[config.mk]
export PLATFORM = sky130hd
export DESIGN_NAME = serial_alu_seq
export DESIGN_NICKNAME = d
export VERILOG_FILES = /design/src/rtl/alu_pkg.sv /design/src/rtl/alu_slice.sv /design/src/rtl/serial_alu_seq.sv
export SDC_FILE = /design/constraint.sdc
export NUM_CORES = 1
export LEC_CHECK = 0
export ABC_CLOCK_PERIOD_IN_PS = 2100
export BUFFER_PORTS_ARGS = -buffer_cell sky130_fd_sc_hd__buf_2
export CORE_MARGIN = 4
export CORE_UTILIZATION = 55
export DETAILED_ROUTE_END_ITERATION = 16
export PLACE_DENSITY = 0.79
export SLEW_MARGIN = 0
export SYNTH_ARGS = -nofsm -noshare
export SYNTH_HDL_FRONTEND = slang
export SYNTH_SLANG_ARGS = --single-unit
[constraint.sdc]
create_clock -name clk_i -period 2.1 [get_ports clk_i]
set_input_delay 0.21 -clock clk_i [delete_from_list [all_inputs] [get_ports clk_i]]
set_output_delay 0.21 -clock clk_i [all_outputs]
set_load 0.01 [all_outputs]
[src/rtl/alu_pkg.sv]
`default_nettype none
// ============================================================================
// Module   : alu_pkg
// Brief    : Opcodes and controller states shared by the serial ALU files.
// Revision : 1.0
// ============================================================================
package alu_pkg;

    localparam logic [2:0] ALU_PASS_B = 3'b000;
    localparam logic [2:0] ALU_ADD    = 3'b010;
    localparam logic [2:0] ALU_SUB    = 3'b011;
    localparam logic [2:0] ALU_AND    = 3'b100;
    localparam logic [2:0] ALU_OR     = 3'b101;
    localparam logic [2:0] ALU_XOR    = 3'b110;

    typedef enum logic [1:0] {
        IDLE = 2'd0,
        RUN  = 2'd1,
        DONE = 2'd2
    } state_t;

endpackage
`default_nettype wire

[src/rtl/alu_slice.sv]
`default_nettype none
// ============================================================================
// Module   : alu_slice
// Brief    : One-bit ALU slice; subtraction inverts B so the caller seeds cin=1.
// Revision : 1.0
// ============================================================================
module alu_slice
    import alu_pkg::*;
(
    output logic       out_o,
    output logic       co_o,
    input  logic       a_i,
    input  logic       b_i,
    input  logic       cin_i,
    input  logic [2:0] sel_i
);

    logic w_b_eff;

    always_comb begin
        w_b_eff = (sel_i == ALU_SUB) ? ~b_i : b_i;
        out_o   = 1'b0;
        co_o    = 1'b0;
        case (sel_i)
            ALU_PASS_B: out_o = b_i;
            ALU_ADD, ALU_SUB: begin
                out_o = a_i ^ w_b_eff ^ cin_i;
                co_o  = (a_i & w_b_eff) | (cin_i & (a_i ^ w_b_eff));
            end
            ALU_AND: out_o = a_i & b_i;
            ALU_OR:  out_o = a_i | b_i;
            ALU_XOR: out_o = a_i ^ b_i;
            default: out_o = 1'b0;
        endcase
    end

endmodule
`default_nettype wire

[src/rtl/serial_alu_seq.sv]
`default_nettype none
// ============================================================================
// Module   : serial_alu_seq
// Brief    : Bit-serial ALU controller, LSB first, one slice bit per clock.
// Revision : 1.0
// ============================================================================
module serial_alu_seq
    import alu_pkg::*;
#(
    parameter int WIDTH = 64
) (
    input  logic             clk_i,
    input  logic             rst_ni,
    input  logic             start_i,
    input  logic [WIDTH-1:0] a_i,
    input  logic [WIDTH-1:0] b_i,
    input  logic [2:0]       sel_i,
    output logic             ready_o,
    output logic             done_o,
    output logic [WIDTH-1:0] result_o,
    output logic             negative_o,
    output logic             zero_o,
    output logic             overflow_o,
    output logic             carry_o
);

    localparam int            CW   = $clog2(WIDTH);
    localparam logic [CW-1:0] LAST = CW'(WIDTH - 1);

    state_t           r_state;
    logic [WIDTH-1:0] r_a;
    logic [WIDTH-1:0] r_b;
    logic [WIDTH-2:0] r_res;
    logic [2:0]       r_op;
    logic             r_carry;
    logic [CW-1:0]    r_cnt;

    logic             w_out;
    logic             w_co;
    logic [WIDTH-1:0] w_res_full;
    logic             w_arith;

    alu_slice u_slice (
        .out_o (w_out),
        .co_o  (w_co),
        .a_i   (r_a[0]),
        .b_i   (r_b[0]),
        .cin_i (r_carry),
        .sel_i (r_op)
    );

    // Only WIDTH-1 earlier bits are stored; the MSB comes straight from the slice.
    assign w_res_full = {w_out, r_res};
    assign w_arith    = (r_op == ALU_ADD) || (r_op == ALU_SUB);

    always_ff @(posedge clk_i) begin
        if (!rst_ni) begin
            r_state    <= IDLE;
            r_a        <= '0;
            r_b        <= '0;
            r_res      <= '0;
            r_op       <= ALU_PASS_B;
            r_carry    <= 1'b0;
            r_cnt      <= '0;
            ready_o    <= 1'b1;
            done_o     <= 1'b0;
            result_o   <= '0;
            negative_o <= 1'b0;
            zero_o     <= 1'b0;
            overflow_o <= 1'b0;
            carry_o    <= 1'b0;
        end else begin
            case (r_state)
                IDLE: begin
                    done_o <= 1'b0;
                    if (start_i) begin
                        r_a     <= a_i;
                        r_b     <= b_i;
                        r_op    <= sel_i;
                        r_carry <= (sel_i == ALU_SUB);
                        r_cnt   <= '0;
                        ready_o <= 1'b0;
                        r_state <= RUN;
                    end
                end
                RUN: begin
                    r_a     <= r_a >> 1;
                    r_b     <= r_b >> 1;
                    r_res   <= w_res_full[WIDTH-1:1];
                    r_carry <= w_co;
                    r_cnt   <= r_cnt + 1'b1;
                    if (r_cnt == LAST) begin
                        // r_carry here is still the carry into the MSB.
                        result_o   <= w_res_full;
                        negative_o <= w_res_full[WIDTH-1];
                        zero_o     <= ~|w_res_full;
                        carry_o    <= w_arith & w_co;
                        overflow_o <= w_arith & (r_carry ^ w_co);
                        done_o     <= 1'b1;
                        r_state    <= DONE;
                    end
                end
                DONE: begin
                    done_o  <= 1'b0;
                    ready_o <= 1'b1;
                    r_state <= IDLE;
                end
                default: begin
                    done_o  <= 1'b0;
                    ready_o <= 1'b1;
                    r_state <= IDLE;
                end
            endcase
        end
    end

endmodule
`default_nettype wire
==> out/metrics.cfg <==
[cts]
clock_tree.root_cell=clkbuf_16
cts_tree=yes
htreeDepth=1
clock_latency_ps=520
cts_buffers=27
clock_path_buffers=3
post_cts_buffers=0
cts.clk_slew.worst_paths_ps=60
clock-sinks=272

[setup_path]
r2r_setup_slack_ps=200
worst-endpoint-required_ps=2520
r2r-start=r_op[2]
crit_fanout=5
criticalPathCategory=flip-flop to flip-flop
arrival_ps=2320
setup.worst_path.start_class=flip-flop
r2r_end=zero_o
reg2regPathDepth=8
endpoint_kind=flip-flop

[synthesis]
yosys.area.top_type_share_pct=51.7
yosysMostFrequentCell=dfxtp_1
ys_seq_area_share_pct=51.7
ys_ff_latch=272
syn_area_um2=10500
synth_top_area_cell=dfxtp_1
ys_top_cells_by_count=dfxtp_1 (272), nand2_1 (270), nor2_1 (253)
syn_nets=1383
synth-edff-count=0
syn_inst=1245
synth_cell_type_count=40
ys_async_sr_fraction_pct=0
synth_area_leaders=dfxtp_1 (52%), o221ai_1 (10%), nand2_1 (9.6%)
avgSynthCellArea_um2=8.45
synth_ff_type=dfxtp_1
ys_warn_count=0

[pwr]
max-vdd-ir-drop_uv=635
fin_total_pwr_w=0.0114
p_per_area_nw_per_um2=832
leakage_nw=5.50

[floorplan]
ioPinCount=204
die_w_um=146
rows=50
die_h_um=146
initial_core_util_pct=56.1
core_um2=18800
die_area_um2=21400

[sta]
slew_viol_final=0
tightest_slew_ps=571
fin_setup_tns_ps=0
setup_violations=0
rsz0062_at_grt=false
fin_skew_ps=9.77
relSlewSlack_pct=61.9
period_needed_ps=1900
fin_ws_ps=204
hold_viol=0
clock.fmax_mhz=527
fin_crit_sh_pct=90.3

[route]
routedWlPerCell_um=16.1
drt-pass1-iter-count=6
ant_nets=0
vias=10083
drc=0
drtIter0Drc=652
vias_per_cell=5.72
wl_um=28400

[hold_path]
hold_start=a_i[1]
worstHoldPathCells=3
hold_class=primary input to flip-flop
min_to=r_a[1]

[global_route]
grt_remaining_overflow=0
antenna_found_initial=5
grt_max_degree=92
grt_pass1_wl_um=46100
grt.met2_usage_pct=43.3
use_met3_pct=4.41
grt_busiest_layer=met2
grt_pass1_vias=9634
met1_usage_pct=30.9
track_usage_pct=25.1

[final_layout]
final_area_um2=13700
num-fill-cells=1320
area_growth_pct=30.2
drive_gt1_share_pct=18.0
num-nets-final=1648

[status]
status=completed

[placed_design]
dpl-instance-area_um2=11700
gp_congestion=0.789
port_buffers=203
dpl_worst_slack_ps=224
dp_hpwl_um=15900

[run]
drv_cap=0

## registers in the layout, summed over array words and instances (netlist names)
register	cells
done_o	1
r_carry	1
r_a	64
r_b	64
zero_o	1
ready_o	1
overflow_o	1
r_res	63
result_o	64
r_state	2
carry_o	1
r_op	3
r_cnt	6
## power breakdown
group	total (W)	internal, W	switching (W)
clock network	0.00463	0.00271	0.00193
logic	0.00119	0.000556	0.000633
registers	0.00558	0.00542	0.000160
## cell type report
type	count	area [µm²]	share of cell area, %
well taps	234	293	2.14
flip-flops and latches	272	5450	39.7
clock buffers	38	787	5.74
clock inverters	7	60.1	0.438
diodes	4	10.0	0.0731
repair buffers	341	2430	17.8
multi-input cells	864	4660	34.0
inverters	4	15.0	0.110
## critical path, stage by stage, from the launching register on
cell and delay [ps]:
dfxtp_1 350, nor2b_1 180, nand2_1 90, xnor2_1 140, fa_1 480, inv_1 40, a21oi_1 210, o211ai_1 130
a31o_1 180
## layout by cell type (no fill, tap or decap), types with 5 or more instances in the layout
| cell | count |
|---|---|
| nor4_1 | 13 |
| o21ai_0 | 5 |
| clkbuf_8 | 7 |
| dlygate4sd3_1 | 115 |
| buf_12 | 7 |
| o221ai_1 | 126 |
| a21boi_0 | 134 |
| dfxtp_1 | 272 |
| nand2_1 | 270 |
| nand3_1 | 9 |
| buf_4 | 16 |
| clkbuf_16 | 27 |
| clkinv_2 | 6 |
| a21oi_1 | 8 |
| nor2_1 | 253 |
| buf_2 | 202 |
## through the flow
step / hold slack, ps / util [%] / instances
2_1_floorplan: 355 / - / 1245
3_3_place_gp: 438 / 62.3 / 1600
3_5_place_dp: 452 / 62.3 / 1600
4_1_cts: 0.239 / 72.9 / 1759
5_1_grt: 19.1 / 73.0 / 1764
6_report: 11.0 / 73.0 / 1764
## per-layer routing
| metal | up-vias | wire length, µm |
|---|---|---|
| met3 | 99 | 1810 |
| met5 | - | 8 |
| met2 | 382 | 14100 |
| met1 | 4768 | 11300 |
| li1 | 4832 | - |
| met4 | 2 | 1120 |
## how the worst max path moves through the flow
stage,start,to,slack (ps),cells past startpoint
3_3_place_gp,r_op[2],zero_o,290,8
5_1_grt,r_op[2],zero_o,30,8
2_1_floorplan,r_op[1],zero_o,140,8
4_1_cts,r_cnt[0],result_o[48],220,6
6_report,r_op[2],zero_o,200,8
3_5_place_dp,r_op[2],zero_o,220,8
## what timing repair did
| action | 4_1_cts | 5_1_grt |
|---|---|---|
| hold buffers | 114 | 1 |
| endpoints found under the hold margin | 114 | 1 |
| setup endpoints to repair | 0 | 0 |
| resized for setup | 0 | 0 |
## kinds of logic after synthesis
family | after synthesis | share of synthesized area [%]
AO/OA/AOI/OAI | 286 | 21.7
XOR/XNOR | 2 | 0.166
adder cells (fa/ha/maj) | 4 | 0.547
buffers and inverters | 109 | 4.27
flip-flops | 272 | 51.7
AND/OR/NAND/NOR | 572 | 21.6
Note: power is estimated with default switching activity, not from simulation.
